[config.mk]
export PLATFORM = sky130hd
export DESIGN_NAME = inst_buffer
export DESIGN_NICKNAME = d
export VERILOG_FILES = /design/src/rtl/inst_buffer.sv
export SDC_FILE = /design/constraint.sdc
export NUM_CORES = 2
export LEC_CHECK = 0
export ABC_AREA = 0
export BUFFER_PORTS_ARGS = -buffer_cell sky130_fd_sc_hd__buf_2
export CAP_MARGIN = 20
export CORE_UTILIZATION = 57
export CTS_CLUSTER_DIAMETER = 100
export CTS_CLUSTER_SIZE = 30
export DETAILED_ROUTE_END_ITERATION = 8
export PLACE_DENSITY = 0.86
export SLEW_MARGIN = 20
export SYNTH_ARGS = -nofsm -noshare
export SYNTH_HDL_FRONTEND = slang
export SYNTH_SLANG_ARGS = --single-unit
[constraint.sdc]
create_clock -name clk -period 8.4 [get_ports clk]
set_clock_uncertainty 0.05 [all_clocks]
set_input_delay 0.84 -clock clk [delete_from_list [all_inputs] [get_ports clk]]
set_output_delay 0.84 -clock clk [all_outputs]
set_load 0.01 [all_outputs]
[src/rtl/inst_buffer.sv]
// Instruction fetch buffer between IF and ID: captures SRAM instruction pairs,
// unpacks them into {pc, inst} entries of a circular FIFO and presents the two oldest to ID.
module inst_buffer #(
    parameter int DEPTH = 16
) (
    input  logic                     clk,
    input  logic                     rst,
    input  logic                     flush,
    input  logic [65:0]              if_to_id_bus,
    input  logic [63:0]              inst_sram_rdata,
    input  logic [1:0]               pop_num,
    output logic                     stallreq_for_fifo,
    output logic [$clog2(DEPTH):0]   count,
    output logic                     inst0_valid,
    output logic [31:0]              inst0_pc,
    output logic [31:0]              inst0,
    output logic                     inst1_valid,
    output logic [31:0]              inst1_pc,
    output logic [31:0]              inst1
);

    localparam int PTR_W = $clog2(DEPTH);
    localparam int CNT_W = PTR_W + 1;
    localparam logic [CNT_W-1:0] DEPTH_C      = CNT_W'(DEPTH);
    // Covers the pair in s1, the pair being addressed and one more issued before IF's ce_reg drops.
    localparam logic [CNT_W-1:0] STALL_MARGIN = CNT_W'(6);

    function automatic logic [1:0] min2(input logic [1:0] req, input logic [CNT_W-1:0] avail);
        logic [1:0] res;
        if (CNT_W'(req) > avail) begin
            res = avail[1:0];
        end else begin
            res = req;
        end
        return res;
    endfunction

    logic                   bus_discard_s;
    logic                   bus_ce_s;
    logic [31:0]            bus_pc_idef_s;
    logic [31:0]            bus_pc_reg_s;

    logic                   s1_valid_r;
    logic [31:0]            s1_pc_idef_r;
    logic [31:0]            s1_pc_reg_r;

    logic [63:0]            mem_r [DEPTH];
    logic [PTR_W-1:0]       head_r;
    logic [PTR_W-1:0]       tail_r;
    logic [CNT_W-1:0]       count_r;

    logic [1:0]             push_req_s;
    logic [1:0]             push_num_s;
    logic [1:0]             pop_req_s;
    logic [1:0]             pop_eff_s;
    logic [CNT_W-1:0]       free_s;
    logic [CNT_W-1:0]       count_next_s;
    logic [63:0]            wr0_data_s;
    logic [63:0]            wr1_data_s;
    logic [63:0]            rd0_s;
    logic [63:0]            rd1_s;

    assign bus_discard_s = if_to_id_bus[65];
    assign bus_ce_s      = if_to_id_bus[64];
    assign bus_pc_idef_s = if_to_id_bus[63:32];
    assign bus_pc_reg_s  = if_to_id_bus[31:0];

    // Capture stage: remembers which pair the SRAM will return next cycle.
    always_ff @(posedge clk) begin
        s1_valid_r   <= bus_ce_s & ~bus_discard_s & ~flush & ~rst;
        s1_pc_idef_r <= bus_pc_idef_s;
        s1_pc_reg_r  <= bus_pc_reg_s;
    end

    // Unpack the returned pair; an unaligned target keeps only the upper instruction.
    always_comb begin
        push_req_s = 2'd0;
        wr0_data_s = 64'd0;
        wr1_data_s = 64'd0;
        if (s1_valid_r && !flush && !rst) begin
            if (s1_pc_idef_r[2] == 1'b0) begin
                push_req_s = 2'd2;
                wr0_data_s = {s1_pc_reg_r, inst_sram_rdata[31:0]};
                wr1_data_s = {s1_pc_reg_r + 32'd4, inst_sram_rdata[63:32]};
            end else begin
                push_req_s = 2'd1;
                wr0_data_s = {s1_pc_reg_r + 32'd4, inst_sram_rdata[63:32]};
            end
        end else begin
            push_req_s = 2'd0;
        end
    end

    // Clamp pushes to free space and pops to occupancy; flush/reset cycles move nothing.
    always_comb begin
        free_s    = DEPTH_C - count_r;
        push_num_s = min2(push_req_s, free_s);
        pop_req_s = 2'd0;
        case (pop_num)
            2'd0:    pop_req_s = 2'd0;
            2'd1:    pop_req_s = 2'd1;
            2'd2:    pop_req_s = 2'd2;
            2'd3:    pop_req_s = 2'd2;
            default: pop_req_s = 2'd0;
        endcase
        if (flush || rst) begin
            pop_eff_s = 2'd0;
        end else begin
            pop_eff_s = min2(pop_req_s, count_r);
        end
        count_next_s = count_r + CNT_W'(push_num_s) - CNT_W'(pop_eff_s);
    end

    // Entry storage; contents are only observable through the valid-gated outputs.
    always_ff @(posedge clk) begin
        if (push_num_s != 2'd0) begin
            mem_r[tail_r] <= wr0_data_s;
        end
        if (push_num_s == 2'd2) begin
            mem_r[tail_r + PTR_W'(1)] <= wr1_data_s;
        end
    end

    // Pointer and occupancy state; both reset and flush empty the buffer.
    always_ff @(posedge clk) begin
        if (rst) begin
            head_r  <= '0;
            tail_r  <= '0;
            count_r <= '0;
        end else if (flush) begin
            head_r  <= '0;
            tail_r  <= '0;
            count_r <= '0;
        end else begin
            head_r  <= head_r + PTR_W'(pop_eff_s);
            tail_r  <= tail_r + PTR_W'(push_num_s);
            count_r <= count_next_s;
        end
    end

    // Present the two oldest entries, zeroed when not valid.
    always_comb begin
        rd0_s = mem_r[head_r];
        rd1_s = mem_r[head_r + PTR_W'(1)];
        inst0_valid = (count_r >= CNT_W'(1));
        inst1_valid = (count_r >= CNT_W'(2));
        if (inst0_valid) begin
            inst0_pc = rd0_s[63:32];
            inst0    = rd0_s[31:0];
        end else begin
            inst0_pc = 32'd0;
            inst0    = 32'd0;
        end
        if (inst1_valid) begin
            inst1_pc = rd1_s[63:32];
            inst1    = rd1_s[31:0];
        end else begin
            inst1_pc = 32'd0;
            inst1    = 32'd0;
        end
    end

    assign count             = count_r;
    assign stallreq_for_fifo = ((DEPTH_C - count_r) < STALL_MARGIN);

endmodule

* Word-level counts from Yosys, hierarchy flattened *
Memory sizes are Yosys's and may differ from the RTL's. A register that Yosys moved wholly into a read port is not among the register bits.
Index checks and enable logic that the tools add are counted.
Widths: inputs -> output; s select.

word-level totals
  latch bits = 0
  register bits = 49
  memories kept = 1
  word-level logic and storage cells = 58
  input port bits = 135
  RAM bits = 1024
  memory bits (read-only) = 0
  output and inout bits = 136

operators by class
  multipliers = 0
  $lt $le $gt $ge = 5
  equal/unequal tests = 4
  bitwise gates (word level) = 6
  div/mod/pow operators = 0
  shift operators = 0
  add/sub/neg operators = 8
  reductions and logical operators = 9
  muxes and demuxes = 19

memories
  name   depth  bits a word  read ports  clocked after memory_dff  write ports  RTL line  RTL
  mem_r  16     64           2           1                         2            47        logic [63:0] mem_r [DEPTH];

operator list
  operator               number
  $mux 64                4
  $mux 32                4
  $add 32x3->32 const B  1
  $gt 2x5->1             2
  $mux 2                 5
  $add 4x1->4 const B    2
  $add 4x2->4            2
  $eq 2x2->1 const B     3
  $pmux 2 s3             1
  $add 5x2->5            1
  $ge 5x1->1 const B     1
  $ge 5x2->1 const B     1
  $lt 5x3->1 const B     1
  $sub 5x2->5            1
  $sub 5x5->5 const A    1
  $mux 1                 4
  $mux 4                 1
  $reduce_or 2->1        2
  $and 1x1->1            3
  $not 1->1              3
  $eq 2x1->1 const B     1
  $logic_and 1x1->1      2
  $logic_not 1->1        2
  $logic_not 2->1        1
  other kinds (2)        2

* Depth between registers and ports, before layout *
  word-level depth = 9
  mapped depth = 22
  depth with buffers taken out = 18

* Worst setup path after synthesis *
OpenSTA, ideal clock, no wires.

  kind = input to register
  from = in flush
  to = mem mem_r[0][0], enable pin
  buffers on the path = 4
  setup time = 574 ps
  setup slack = -166 ps
  data required time = 7776 ps
  arrival = 7942 ps
  stages on the path = 12
  cell sequence = nor4b_2 buf_2 buf_2 ha_1 nor2b_1 o21ai_1 buf_4 buf_2 nor3_2 a31oi_1 nand2_1 o21ai_0

RTL lines
  what         RTL line  RTL
  from (decl)  8         input logic flush,
  to (decl)    47

* Final worst setup path *
  from = reg head_r[1]
  to = out inst1_pc[28]

between the ends
  longest elaborated chain between the ends = 3

ends and longest elaborated chain
  what                    RTL line  RTL
  from (decl)             48        logic [PTR_W-1:0] head_r;
  from (signal assigned)  135       head_r <= head_r + PTR_W'(pop_eff_s);
  $add 4x1->4             144       rd1_s = mem_r[head_r + PTR_W'(1)];
  $mem_v2 16x64           -
  $mux 32                 154       if (inst1_valid) begin
  to (decl)               18        output logic [31:0] inst1_pc,

No other way between the ends.

==> run_summary.xml <==
<?xml version="1.0" encoding="UTF-8"?>
<metrics>
  <group name="clocking">
    <metric name="cts_setup_buffers" unit="">0</metric>
    <metric name="clk_pin_slew" unit="ns">0.12</metric>
    <metric name="tritoncts" unit="">yes</metric>
    <metric name="clk-insertion-delay-late" unit="ns">0.72</metric>
    <metric name="cts.path.max_buffers" unit="">3</metric>
    <metric name="cts-buffers-inserted" unit="">45</metric>
    <metric name="clkSinkCount" unit="">1071</metric>
    <metric name="hold_buffers" unit="">0</metric>
    <metric name="h-tree-depth" unit="">2</metric>
    <metric name="post_cts_resize_count" unit="">0</metric>
    <metric name="cts_root_buf" unit="">clkbuf_16</metric>
  </group>
  <group name="routing">
    <metric name="drt_first_pass_iters" unit="">9</metric>
    <metric name="wirelength_met1" unit="mm">61.3</metric>
    <metric name="via_count" unit="">50025</metric>
    <metric name="route.top_layer_used" unit="">met5</metric>
    <metric name="wire_per_inst" unit="um">31.1</metric>
    <metric name="postRouteWirelength" unit="mm">208</metric>
    <metric name="met2_length" unit="mm">93.9</metric>
    <metric name="drc_violation_total_after_the_first_tritonroute_iteration" unit="">9431</metric>
    <metric name="drc" unit="">0</metric>
    <metric name="drt_via_density" unit="">7.46</metric>
    <metric name="route.met3.wl" unit="mm">37.0</metric>
    <metric name="postRouteAntennaNets" unit="">0</metric>
  </group>
  <group name="floorplan">
    <metric name="io-pin-count" unit="">271</metric>
    <metric name="fp.dieH" unit="um">338</metric>
    <metric name="floorplan.core_area" unit="sq um">112000</metric>
    <metric name="die_area" unit="sq um">115000</metric>
    <metric name="die_width" unit="um">338</metric>
    <metric name="initial_core_util" unit="">0.574</metric>
    <metric name="std_cell_rows" unit="">123</metric>
  </group>
  <group name="power">
    <metric name="p_comb_frac" unit="">0.144</metric>
    <metric name="internal-power" unit="mW">7.43</metric>
    <metric name="switching_power" unit="mW">2.79</metric>
    <metric name="peakVddDrop" unit="uV">138</metric>
    <metric name="switching_share" unit="">0.273</metric>
    <metric name="power.share.clock" unit="">0.285</metric>
    <metric name="powerDensity" unit="nW/um^2">150</metric>
    <metric name="leakage" unit="nW">20.2</metric>
    <metric name="seq_power_share" unit="">0.571</metric>
  </group>
  <group name="grt">
    <metric name="grt_pass1_wl" unit="mm">305</metric>
    <metric name="globalRouteOverflowTotal" unit="">0</metric>
    <metric name="grt.total_usage" unit="">0.357</metric>
    <metric name="antenna_found_initial" unit="">14</metric>
    <metric name="first_global_vias" unit="">49942</metric>
    <metric name="grt_start_max_net_pins" unit="">155</metric>
  </group>
  <group name="timing">
    <metric name="final_hold_viol_count" unit="">0</metric>
    <metric name="min_period_over_period" unit="">0.721</metric>
    <metric name="worst-slew-pin-transition" unit="ns">1.27</metric>
    <metric name="slew_headroom" unit="">0.151</metric>
    <metric name="achievable-frequency" unit="MHz">165</metric>
    <metric name="timing.final.crit_period" unit="ns">6.05</metric>
    <metric name="timing_max_transition_violations_final" unit="">0</metric>
    <metric name="worst_slack" unit="ns">2.35</metric>
    <metric name="setup_viol" unit="">0</metric>
    <metric name="unrepaired_setup_endpoints_after_global_routing" unit="">false</metric>
  </group>
  <group name="worst_setup_path">
    <metric name="critPathMaxStageDelay" unit="ns">0.95</metric>
    <metric name="setup.worst_path.end_class" unit="">output port</metric>
    <metric name="critPathMaxFanout" unit="">92</metric>
    <metric name="critical-path-top-cell-by-count" unit="">a211oi_1</metric>
    <metric name="critPathArrivalTime" unit="ns">5.16</metric>
    <metric name="worstSetupPathType" unit="">register to output port</metric>
    <metric name="critical_path_required" unit="ns">7.51</metric>
    <metric name="bufs_and_invs_on_worst_path" unit="">2</metric>
    <metric name="worstSetupStartpointType" unit="">register</metric>
    <metric name="crit_chain" unit="">ha_4 &gt; buf_12 &gt; mux4_2 &gt; nor2b_1 &gt; a211oi_1 &gt; a211oi_1 &gt; buf_2</metric>
    <metric name="worst_path_max_delay_cell" unit="">a211oi_1</metric>
    <metric name="timing.critical_path.max_delay_family" unit="">compound AO/OA/AOI/OAI gates</metric>
  </group>
  <group name="placement">
    <metric name="weighted_congestion_at_the_end_of_routability_driven_global_placement" unit="">0.907</metric>
    <metric name="io_buffers" unit="">239</metric>
    <metric name="dp_hpwl" unit="mm">121</metric>
    <metric name="pre_cts_ws" unit="ns">2.49</metric>
  </group>
  <group name="cells_and_area">
    <metric name="final_layout_size_suffix_gt1_frac" unit="">0.213</metric>
    <metric name="fillerInstances" unit="">8130</metric>
    <metric name="area_growth" unit="%">5.81</metric>
    <metric name="finalCoreUtilization" unit="">0.608</metric>
    <metric name="layout.nets" unit="">5333</metric>
  </group>
  <group name="synthesis">
    <metric name="synth_seq_cells" unit="">1071</metric>
    <metric name="synth.top_cell.area_share" unit="">0.477</metric>
    <metric name="mappedNetlistNets" unit="">5530</metric>
    <metric name="seq_area_frac_synth" unit="">0.491</metric>
    <metric name="postSynthCellCount" unit="">5369</metric>
    <metric name="synth_warnings" unit="">0</metric>
    <metric name="synth_commonest_cells" unit="">1,024 x edfxtp_1, 824 x nand2_1, 770 x o21ai_0</metric>
    <metric name="synth_area_per_cell" unit="sq um">12.0</metric>
    <metric name="post-synth-top-count-cell" unit="">edfxtp_1</metric>
    <metric name="postSynth.asyncResetShare" unit="">0</metric>
    <metric name="synth_area_leaders" unit="">edfxtp_1 48%, mux4_2 20%, o21ai_0 6.0%</metric>
    <metric name="synthDistinctLibCells" unit="">76</metric>
    <metric name="synth_area_leader_cell" unit="">edfxtp_1</metric>
    <metric name="syn-cell-area" unit="sq um">64500</metric>
    <metric name="most_used_flip_flop_cell_after_synthesis" unit="">edfxtp_1</metric>
    <metric name="synth_edf_count" unit="">1024</metric>
  </group>
  <group name="flow_run">
    <metric name="drv_cap" unit="">0</metric>
  </group>
  <group name="run_status">
    <metric name="outcome" unit="">complete, no violations</metric>
  </group>
  <group name="min_path">
    <metric name="worst_hold_path_type" unit="">input pin to register</metric>
  </group>
</metrics>
cell families (layout without fill, tap and decap cells):
| group | count (synthesis) | count (layout) | share of synthesized area |
|---|---|---|---|
| other | 0 | 4 | 0 |
| adder cells (fa/ha/maj) | 28 | 28 | 0.00584 |
| buffers and inverters | 633 | 467 | 0.0396 |
| AO/OA/AOI/OAI | 1290 | 1290 | 0.115 |
| flip-flops | 1071 | 1071 | 0.491 |
| AND/OR/NAND/NOR | 1432 | 1432 | 0.0985 |
| multiplexers | 711 | 711 | 0.222 |
| XOR/XNOR | 204 | 204 | 0.0279 |
layer usage:
metal | GRT usage | vias to the layer above
met3 | 0.126 | 1285
li1 | - | 19972
met5 | 0 | -
met4 | 0.225 | 22
met1 | 0.430 | 23658
met2 | 0.550 | 5088
worst paths after layout:
check / cells after the start / start / end / slack (ns)
worst max-delay path: 7 / head_r[1] / inst1_pc[28] / 2.35
worst min-delay path: 1 / if_to_id_bus[30] / s1_pc_reg_r[30] / 0.17
worst max register to register: 11 / count[0] / mem_r[9][43] / 2.48
worst min register to register: 2 / tail_r[2] / tail_r[2] / 0.63
power groups by stage:
stage               Combinational, mW  Clock (mW)  Sequential, mW
finish                           1.47        2.92            5.84
global route                     1.52        3.04            5.84
CTS                              1.42        2.89            5.83
detailed placement               1.41           0            5.95
global placement                 1.39           0            5.95
floorplan                       0.797           0            5.93
cell usage in the layout, fill, tap and decap left out, types with 42 or more instances in the layout:
| cell type | count |
|---|---|
| buf_4 | 109 |
| a211oi_1 | 157 |
| nor2b_1 | 139 |
| xor2_1 | 170 |
| nand2_1 | 824 |
| nor2_1 | 261 |
| clkbuf_16 | 47 |
| o21ai_0 | 751 |
| dfxtp_1 | 42 |
| mux4_2 | 576 |
| o31ai_1 | 128 |
| edfxtp_1 | 1024 |
| nand3_1 | 55 |
| buf_2 | 239 |
| mux2i_1 | 134 |
| a21oi_1 | 104 |
| o21ai_1 | 61 |
sequential cells by signal, indices dropped and copies added (netlist names):
register	cells
head_r	4
count	5
mem_r	1024
s1_pc_reg_r	32
tail_r	4
s1_valid_r	1
s1_pc_idef_r	1
stage by stage:
step	hold WS (ns)	TNS (ns)	cell area [sq um]	power, mW	instances
after floorplan	0.496	-154.51	64500	6.73	5369
after global placement	0.577	0	66700	7.33	6621
after detailed placement	0.593	0	66700	7.36	6621
after CTS	0.154	0	68100	10.1	6699
after global routing	0.154	0	68200	10.4	6704
final	0.168	0	68300	10.2	6707
area by class of cell:
type,instances,area (sq um),area share
diodes,4,10.0,0.000147
repair buffers,369,2380,0.0348
clock buffers,69,1280,0.0187
clock inverters,9,173,0.00253
flip-flops and latches,1071,31700,0.465
inverters,20,75.1,0.00110
multi-input cells,3665,30800,0.451
well taps,1500,1880,0.0275
(Power assumes the default switching activity.)
